--- src/rtl/tpu_pkg.sv ---
// Shared definitions for the TPU tile scheduler: command opcodes, FSM
// state encoding, response word layout and a small ceiling-divide helper.
package tpu_pkg;

    // Command opcodes carried on cmd_funct; any value with bit 2 set is illegal.
    localparam logic [2:0] FUNCT_SET_K  = 3'd0;
    localparam logic [2:0] FUNCT_SET_MN = 3'd1;
    localparam logic [2:0] FUNCT_START  = 3'd2;
    localparam logic [2:0] FUNCT_STATUS = 3'd3;

    // Scheduler states.
    typedef enum logic [1:0] {
        S_IDLE  = 2'd0,
        S_ISSUE = 2'd1,
        S_WAIT  = 2'd2,
        S_NEXT  = 2'd3
    } tpu_state_e;

    // Response word layout.
    localparam int RSP_BUSY_BIT = 31;
    localparam int RSP_ERR_BIT  = 30;
    localparam int RSP_DONE_W   = 16;

    // Number of den-sized tiles needed to cover num elements.
    function automatic logic [31:0] ceil_div(input logic [31:0] num, input logic [31:0] den);
        return (num + den - 32'd1) / den;
    endfunction

endpackage

--- src/rtl/tpu_tile_addr_gen.sv ---
// Tile loop counters (n_t inner, m_t outer) and base address generation.
// The base addresses are computed from the counter values the next clock
// edge will hold, so the scheduler can register them together with the
// tile_start pulse on the edge that enters ISSUE.
module tpu_tile_addr_gen
    import tpu_pkg::*;
#(
    parameter int DIM_W  = 8,
    parameter int ADDR_W = 16,
    parameter int ARRAY  = 4
) (
    input  logic              clk,
    input  logic              rst_n,
    input  logic              clr_i,
    input  logic              adv_i,
    input  logic [DIM_W-1:0]  k_i,
    input  logic [DIM_W-1:0]  tm_i,
    input  logic [DIM_W-1:0]  tn_i,
    output logic [ADDR_W-1:0] a_base_o,
    output logic [ADDR_W-1:0] b_base_o,
    output logic [ADDR_W-1:0] c_base_o,
    output logic              last_o
);

    logic [DIM_W-1:0] m_t_q, m_t_d;
    logic [DIM_W-1:0] n_t_q, n_t_d;

    // Next counter values and the tile addresses they select.
    always_comb begin
        m_t_d = m_t_q;
        n_t_d = n_t_q;
        if (clr_i) begin
            m_t_d = '0;
            n_t_d = '0;
        end else if (adv_i) begin
            if (n_t_q == tn_i - DIM_W'(1)) begin
                n_t_d = '0;
                m_t_d = m_t_q + DIM_W'(1);
            end else begin
                n_t_d = n_t_q + DIM_W'(1);
            end
        end
        a_base_o = ADDR_W'(m_t_d) * ADDR_W'(k_i);
        b_base_o = ADDR_W'(n_t_d) * ADDR_W'(k_i);
        c_base_o = (ADDR_W'(m_t_d) * ADDR_W'(tn_i) + ADDR_W'(n_t_d)) * ADDR_W'(ARRAY);
    end

    // The tile currently in flight is the final one of the sweep.
    assign last_o = (m_t_q == tm_i - DIM_W'(1)) && (n_t_q == tn_i - DIM_W'(1));

    // Counter registers.
    always_ff @(posedge clk or negedge rst_n) begin
        if (!rst_n) begin
            m_t_q <= '0;
            n_t_q <= '0;
        end else begin
            m_t_q <= m_t_d;
            n_t_q <= n_t_d;
        end
    end

endmodule

--- src/rtl/tpu_tile_scheduler.sv ---
// Tile scheduler: accepts CPU commands (every cycle, cmd_ready is tied
// high), answers each accepted command with a one-cycle response strobe on
// the following cycle, and sweeps an M x N output in ARRAY x ARRAY tiles.
// Handshake: a command transfers on a rising edge where cmd_valid && cmd_ready;
// rsp_valid is high for exactly the next cycle with the post-command status.
module tpu_tile_scheduler
    import tpu_pkg::*;
#(
    parameter int DIM_W  = 8,
    parameter int ADDR_W = 16,
    parameter int ARRAY  = 4
) (
    input  logic              clk,
    input  logic              rst_n,
    input  logic              cmd_valid,
    output logic              cmd_ready,
    input  logic [2:0]        cmd_funct,
    input  logic [31:0]       cmd_op0,
    input  logic [31:0]       cmd_op1,
    output logic              rsp_valid,
    output logic [31:0]       rsp_data,
    output logic              tile_start,
    output logic [ADDR_W-1:0] tile_a_base,
    output logic [ADDR_W-1:0] tile_b_base,
    output logic [ADDR_W-1:0] tile_c_base,
    output logic [DIM_W-1:0]  tile_k,
    input  logic              tile_done,
    output logic              busy,
    output logic [1:0]        state_o
);

    tpu_state_e            state_q, state_d;
    logic [DIM_W-1:0]      k_q, m_q, n_q, tm_q, tn_q;
    logic [RSP_DONE_W-1:0] tiles_done_q, tiles_done_d;
    logic                  err_q, err_d;
    logic                  busy_q;
    logic                  rsp_valid_q;
    logic [31:0]           rsp_data_q, rsp_word;
    logic                  tile_start_q;
    logic [ADDR_W-1:0]     a_base_q, b_base_q, c_base_q;
    logic [DIM_W-1:0]      tile_k_q;

    logic cmd_fire, is_idle, dims_ok, is_set, is_start, illegal;
    logic start_ok, load_k, load_mn, err_set, last_tile;
    logic [DIM_W-1:0]  tm_d, tn_d;
    logic [ADDR_W-1:0] a_nxt, b_nxt, c_nxt;

    // Operand bits above the dimension width carry no meaning.
    logic unused_op_bits;
    assign unused_op_bits = ^{cmd_op0[31:DIM_W], cmd_op1[31:DIM_W]};

    assign cmd_ready = 1'b1;

    tpu_tile_addr_gen #(
        .DIM_W  (DIM_W),
        .ADDR_W (ADDR_W),
        .ARRAY  (ARRAY)
    ) u_addr_gen (
        .clk      (clk),
        .rst_n    (rst_n),
        .clr_i    (start_ok),
        .adv_i    (state_q == S_NEXT),
        .k_i      (k_q),
        .tm_i     (tm_q),
        .tn_i     (tn_q),
        .a_base_o (a_nxt),
        .b_base_o (b_nxt),
        .c_base_o (c_nxt),
        .last_o   (last_tile)
    );

    // Command decode, next-state and the status word the response will carry.
    always_comb begin
        cmd_fire = cmd_valid && cmd_ready;
        is_idle  = (state_q == S_IDLE);
        dims_ok  = (k_q != '0) && (m_q != '0) && (n_q != '0);
        is_set   = cmd_fire && ((cmd_funct == FUNCT_SET_K) || (cmd_funct == FUNCT_SET_MN));
        is_start = cmd_fire && (cmd_funct == FUNCT_START);
        illegal  = cmd_fire && cmd_funct[2];
        start_ok = is_start && is_idle && dims_ok;
        load_k   = cmd_fire && (cmd_funct == FUNCT_SET_K) && is_idle;
        load_mn  = cmd_fire && (cmd_funct == FUNCT_SET_MN) && is_idle;
        err_set  = illegal || ((is_set || is_start) && !is_idle) || (is_start && is_idle && !dims_ok);

        err_d = err_q;
        if (start_ok) begin
            err_d = 1'b0;
        end else if (err_set) begin
            err_d = 1'b1;
        end

        tm_d = DIM_W'(ceil_div(32'(m_q), 32'(ARRAY)));
        tn_d = DIM_W'(ceil_div(32'(n_q), 32'(ARRAY)));

        state_d      = state_q;
        tiles_done_d = tiles_done_q;
        case (state_q)
            S_IDLE: begin
                if (start_ok) begin
                    state_d      = S_ISSUE;
                    tiles_done_d = '0;
                end
            end
            S_ISSUE: state_d = S_WAIT;
            S_WAIT: begin
                if (tile_done) begin
                    state_d = S_NEXT;
                end
            end
            S_NEXT: begin
                tiles_done_d = tiles_done_q + RSP_DONE_W'(1);
                state_d      = last_tile ? S_IDLE : S_ISSUE;
            end
            default: state_d = S_IDLE;
        endcase

        rsp_word                   = '0;
        rsp_word[RSP_BUSY_BIT]     = (state_d != S_IDLE);
        rsp_word[RSP_ERR_BIT]      = err_d;
        rsp_word[RSP_DONE_W-1:0]   = tiles_done_d;
    end

    // Scheduler FSM with all outputs registered.
    always_ff @(posedge clk or negedge rst_n) begin
        if (!rst_n) begin
            state_q      <= S_IDLE;
            k_q          <= '0;
            m_q          <= '0;
            n_q          <= '0;
            tm_q         <= '0;
            tn_q         <= '0;
            tiles_done_q <= '0;
            err_q        <= 1'b0;
            busy_q       <= 1'b0;
            rsp_valid_q  <= 1'b0;
            rsp_data_q   <= '0;
            tile_start_q <= 1'b0;
            a_base_q     <= '0;
            b_base_q     <= '0;
            c_base_q     <= '0;
            tile_k_q     <= '0;
        end else begin
            state_q      <= state_d;
            busy_q       <= (state_d != S_IDLE);
            err_q        <= err_d;
            tiles_done_q <= tiles_done_d;
            if (load_k) begin
                k_q <= cmd_op0[DIM_W-1:0];
            end
            if (load_mn) begin
                m_q <= cmd_op0[DIM_W-1:0];
                n_q <= cmd_op1[DIM_W-1:0];
            end
            if (start_ok) begin
                tm_q <= tm_d;
                tn_q <= tn_d;
            end
            tile_start_q <= (state_d == S_ISSUE);
            if (state_d == S_ISSUE) begin
                a_base_q <= a_nxt;
                b_base_q <= b_nxt;
                c_base_q <= c_nxt;
                tile_k_q <= k_q;
            end
            rsp_valid_q <= cmd_fire;
            if (cmd_fire) begin
                rsp_data_q <= rsp_word;
            end
        end
    end

    assign rsp_valid   = rsp_valid_q;
    assign rsp_data    = rsp_data_q;
    assign tile_start  = tile_start_q;
    assign tile_a_base = a_base_q;
    assign tile_b_base = b_base_q;
    assign tile_c_base = c_base_q;
    assign tile_k      = tile_k_q;
    assign busy        = busy_q;
    assign state_o     = state_q;

endmodule

--- config.mk ---
export PLATFORM = sky130hd
export DESIGN_NAME = tpu_tile_scheduler
export DESIGN_NICKNAME = d
export VERILOG_FILES = /design/src/rtl/tpu_pkg.sv /design/src/rtl/tpu_tile_addr_gen.sv /design/src/rtl/tpu_tile_scheduler.sv
export SDC_FILE = /design/constraint.sdc
export NUM_CORES = 1
export LEC_CHECK = 0
export ABC_CLOCK_PERIOD_IN_PS = 7580
export BUFFER_PORTS_ARGS = -buffer_cell sky130_fd_sc_hd__buf_2
export CAP_MARGIN = 20
export CORE_AREA = 10 10 172 174
export DETAILED_ROUTE_END_ITERATION = 8
export DIE_AREA = 0 0 182 184
export GPL_TIMING_DRIVEN = 0
export PLACE_DENSITY = 0.71
export SYNTH_ARGS = -nofsm -noshare
export SYNTH_HDL_FRONTEND = slang
export SYNTH_SLANG_ARGS = --single-unit
--- constraint.sdc ---
create_clock -name clk -period 7.58 [get_ports clk]
set_input_delay 1.137 -clock clk [delete_from_list [all_inputs] [get_ports clk]]
set_output_delay 1.137 -clock clk [all_outputs]
set_load 0.02 [all_outputs]
==> flow_summary.ini, run 1 <==
[die]
die-height_um = 184
start_util = 0.499
num_rows = 59
dieArea_um2 = 33500
io_pins = 165
dieWidth_um = 182
core_um2 = 25900

[worst_setup_path]
end_kind = flop
r2r_start = tn_q[0]$_DFFE_PN0P_
cp.required_ns = 7.89
startpoint_type = flop
worstPathArrival_ns = 7.49
crit_fanout = 10
r2r-end = tile_c_base[15]$_DFFE_PN0P_
reg2reg_depth = 24
path_class = flop to flop
r2r_slack_ns = 0.40

[final_layout]
final_cells = 1792
fin_nets = 1739
area_growth_pct = 12.6
seq_area_um2 = 3700
diodes = 0
nFillCells = 2255
drive_above_1_share = 0.188
design_area_um2 = 14600
multi_input_area_um2 = 8360

[synth]
yosys_most_used_dff = dfrtp_1
synth_common_cells = inv_1 (167), dfrtp_1 (148), ha_1 (115), fa_1 (109), and2_1 (100)
postSynthAreaPerCell_um2 = 9.89
synthTopCellsByArea = dfrtp_1 (29%), fa_1 (17%), ha_1 (11%), mux2_2 (7.4%), inv_1 (4.8%)
synth_top_area_frac = 0.286
synthDistinctLibCells = 57
synth_warnings = 0
synth_seq_cells = 148
synth.most_common_cell = inv_1
ys_seq_area_frac = 0.286
postSynth.asyncResetShare = 1.00
synth_edf_count = 0
yosysTopAreaCell = dfrtp_1
syn-cell-area_um2 = 12900
syn_inst = 1309

[job]
drv_cap = 0

[place]
hpwl_um = 23900
port_buffers = 99
dpl-instance-area_um2 = 13900
place_ws_ns = 0.151
gp_congestion = 0.936
dp.cells = 1759

[worst_hold_path]
hp-class = flop to flop
hold_end = tile_c_base[9]$_DFFE_PN0P_
hp-start = tile_c_base[9]$_DFFE_PN0P_
hold_depth = 1

[grt]
grt_use_total = 0.186
grt_pass1_wl_um = 50700
grt_max_degree = 92
grt_pass1_vias = 9840
antenna_found_initial = 0
overflow = 0

[route]
ant_nets = 0
top_layer_used = met4
via_per_inst = 5.35
wl_um = 30800
dr.first_iter.drc_count = 622
wl_per_cell_um = 17.2
dr.pass1.iters = 5
wl_met3_um = 1430
dr_wl_met2_um = 15000
drc_errors = 0
wl_met1_um = 13700
vias = 9588

[clock_tree]
cts_sinks = 148
clk_latency_ns = 0.43
cts_setup_buffers = 0
h-tree-depth = 4
numCtsBuffers = 17
cts-root-buf = clkbuf_16
cts_max_path_buffers = 2
cts_tree = built
clk_pin_slew_ns = 0.07

[timing]
max_freq_ghz = 0.139
rsz0062_at_grt = false
worst_slack_ns = 0.401
drv_slew = 0
tightest_slew_ns = 0.929
fin_crit_ns = 7.18
slew_headroom = 0.379
final_hold_viol_count = 0
fin_crit_sh = 0.947
tns_ns = 0
clock_skew_ns = 0.0167
setup_violations = 0

[status]
status = completed
[placed cells by master (no fill, tap or decap), types with 26 or more instances in the layout]
master and instances:
a21oi_1 29, and2_1 100, buf_2 113, clkbuf_1 26, dfrtp_1 148, fa_1 109, ha_1 115, inv_1 167
mux2_2 85, nand2_1 77, nor2_1 97, o21ai_0 46, xnor2_1 43, xor2_1 30
[critical path, cell delays in order (launching register included)]
cell	delay [ns]
dfrtp_1	0.47
inv_1	0.14
ha_1	0.27
nor4bb_1	0.32
o211a_1	0.20
o211a_1	0.21
nand4_1	0.18
nor3_1	0.29
xnor2_1	0.43
clkbuf_1	0.65
nor2_1	0.15
fa_1	0.55
fa_1	0.45
fa_1	0.55
inv_1	0.06
fa_1	0.54
inv_1	0.04
ha_1	0.35
nand3_1	0.11
o211ai_1	0.12
o41a_1	0.38
nand3_1	0.10
nand2_1	0.10
a21o_1	0.17
a31o_2	0.23
[metrics by stage]
stage / hold WS, ns / utilization
4_1_cts: 0.499 / 0.562
2_1_floorplan: 0.472 / -
5_1_grt: 0.517 / 0.563
6_report: 0.500 / 0.563
3_5_place_dp: 0.478 / 0.538
3_3_place_gp: 0.467 / 0.537
[cells by family (layout without fill, tap and decap cells)]
kind of cell	after synthesis	after routing	synth area share
AOI/OAI and AO/OA	142	142	0.0708
xor gates and xnor gates	73	73	0.0494
adders and majority gates	224	224	0.280
buffers and inverters	225	358	0.0721
DFF	148	148	0.286
muxes	95	95	0.0819
other	2	17	0.000580
and+or+nand+nor	400	400	0.159
[routing by layer]
| metal | global-route usage | vias up |
|---|---|---|
| met5 | 0 | - |
| met4 | 0.0511 | 0 |
| met3 | 0.0378 | 47 |
| met2 | 0.311 | 220 |
| met1 | 0.239 | 4753 |
| li1 | - | 4568 |
[final cells by class]
type                    instances  area share
plain buffers                  58      0.0210
clock buffers                  18      0.0294
clock inverters                14      0.0131
inverters                     167      0.0430
multi-input cells             951       0.574
flip-flops and latches        148       0.254
well taps                     335      0.0288
repair buffers                101      0.0367
[sequential cells by signal, summed over array words and instances (netlist names), 14 cells and up]
signal / flops
rsp_data: 18
tile_a_base: 16
tile_b_base: 16
tile_c_base: 14
tiles_done_q: 16
[worst max path at each step]
| stage | startpoint | endpoint | slack (ns) |
|---|---|---|---|
| 6_report | tn_q[0]$_DFFE_PN0P_ | tile_c_base[15]$_DFFE_PN0P_ | 0.40 |
| 3_5_place_dp | cmd_funct[2] | tile_a_base[13]$_DFFE_PN0P_ | 0.15 |
| 5_1_grt | tn_q[0]$_DFFE_PN0P_ | tile_a_base[13]$_DFFE_PN0P_ | 0.08 |
| 2_1_floorplan | cmd_funct[2] | tile_a_base[15]$_DFFE_PN0P_ | 1.34 |
| 4_1_cts | tn_q[0]$_DFFE_PN0P_ | tile_a_base[13]$_DFFE_PN0P_ | 0.30 |
| 3_3_place_gp | cmd_funct[2] | tile_a_base[15]$_DFFE_PN0P_ | 0.21 |
[timing repair]
action,4_1_cts,5_1_grt
resized for setup,0,1
setup endpoints to repair,0,2
hold buffers,0,0
Power of run 1 is not shown: default switching activity piles up to over one toggle a cycle in this logic, so the estimate is an artifact.
==> run 2: changes to the inputs <==
- CTS_BUF_LIST: unset -> sky130_fd_sc_hd__clkbuf_16
==> flow_summary.ini, run 2 (synthesis results as in run 1) <==
[worst_setup_path]
r2r-end = tile_c_base[15]$_DFFE_PN0P_
r2r_start = tn_q[0]$_DFFE_PN0P_
startpoint_type = flop
end_kind = flop
path_class = flop to flop
crit_fanout = 10
r2r_slack_ns = 0.40
cp.required_ns = 7.89
reg2reg_depth = 25
worstPathArrival_ns = 7.49

[die]
io_pins = 165
dieArea_um2 = 33500
core_um2 = 25900
num_rows = 59
start_util = 0.499
die-height_um = 184
dieWidth_um = 182

[place]
dpl-instance-area_um2 = 13900
place_ws_ns = 0.151
dp.cells = 1759
hpwl_um = 23900
port_buffers = 99
gp_congestion = 0.936

[clock_tree]
cts_hold_buf = 0
h-tree-depth = 4
numCtsBuffers = 17
cts_setup_buffers = 0
cts_sinks = 148
clk_pin_slew_ns = 0.07
cts_tree = built
cts-root-buf = clkbuf_16
cts_max_path_buffers = 2
clk_latency_ns = 0.43

[timing]
clock_skew_ns = 0.0169
slew_headroom = 0.372
max_freq_ghz = 0.139
drv_slew = 0
setup_violations = 0
fin_crit_ns = 7.18
fin_crit_sh = 0.947
rsz0062_at_grt = false
tightest_slew_ns = 0.938
worst_slack_ns = 0.405
final_hold_viol_count = 0
tns_ns = 0

[grt]
grt_pass1_wl_um = 50700
grtUsageMet1 = 0.239
grt_use_met3 = 0.0378
use_met2 = 0.311
grt_pass1_vias = 9840
grt_most_used_layer = met2
overflow = 0
grt_use_total = 0.186
grt_max_degree = 92
antenna_found_initial = 0

[route]
dr.pass1.iters = 5
wl_um = 30800
via_per_inst = 5.35
wl_per_cell_um = 17.2
drc_errors = 0
dr.first_iter.drc_count = 607
ant_nets = 0
vias = 9583

[final_layout]
largest_reg_flops = 18
diodes = 0
final_common_cell = inv_1
seq_area_um2 = 3700
nFillCells = 2255
drive_above_1_share = 0.188
area_growth_pct = 12.6
final_cells = 1792
final_cell_mix = inv_1 (168), dfrtp_1 (148), ha_1 (115), buf_2 (113), fa_1 (109)
fin_nets = 1739
multi_input_area_um2 = 8360
design_area_um2 = 14600

[worst_hold_path]
hp-start = tile_c_base[9]$_DFFE_PN0P_
hold_depth = 1
hold_end = tile_c_base[9]$_DFFE_PN0P_
hp-class = flop to flop

[job]
drv_cap = 0

[status]
status = completed
==> run 2: critical path: stages, from the launching register on <==
cell      delay [ns]
dfrtp_1         0.47
inv_1           0.14
ha_1            0.27
nor4bb_1        0.32
o211a_1         0.20
o211a_1         0.21
and4_1          0.20
buf_2           0.16
nand4_1         0.12
xor2_1          0.69
buf_2           0.42
nor2_1          0.12
fa_1            0.56
fa_1            0.45
fa_1            0.55
inv_1           0.06
fa_1            0.54
inv_1           0.04
ha_1            0.35
nand3_1         0.11
o211ai_1        0.12
o41a_1          0.38
nand3_1         0.10
nand2_1         0.10
a21o_1          0.17
a31o_2          0.23
==> run 2: layout make-up <==
cell class              instances  share of cell area
inverters                     167              0.0430
clock buffers                  17              0.0292
multi-input cells             951               0.574
flip-flops and latches        148               0.254
clock inverters                15              0.0134
repair buffers                101              0.0367
plain buffers                  58              0.0210
well taps                     335              0.0288
==> run 2: how the worst max path moves through the flow <==
stage | startpoint | end | slack [ns]
floorplan | cmd_funct[2] | tile_a_base[15]$_DFFE_PN0P_ | 1.34
global placement | cmd_funct[2] | tile_a_base[15]$_DFFE_PN0P_ | 0.21
detailed placement | cmd_funct[2] | tile_a_base[13]$_DFFE_PN0P_ | 0.15
CTS | tn_q[0]$_DFFE_PN0P_ | tile_a_base[13]$_DFFE_PN0P_ | 0.30
global route | tn_q[0]$_DFFE_PN0P_ | tile_a_base[13]$_DFFE_PN0P_ | 0.08
finish | tn_q[0]$_DFFE_PN0P_ | tile_c_base[15]$_DFFE_PN0P_ | 0.40
==> run 2: metrics by stage <==
stage	hold slack, ns	util
2_1_floorplan	0.472	-
3_3_place_gp	0.467	0.537
3_5_place_dp	0.478	0.538
4_1_cts	0.499	0.562
5_1_grt	0.517	0.563
6_report	0.500	0.563
==> run 2: timing repair <==
action / in CTS / in global routing
endpoints found under the setup margin: 0 / 2
gates resized for setup: 0 / 1
endpoints found under the hold margin: 0 / 0
==> run 2: routing by layer <==
metal	wire length (um)	share of wire
met2	15000	0.49
met1	13600	0.44
met3	1460	0.047
met4	661	0.021
met5	0	0
Power of run 2 is left out for the same reason.
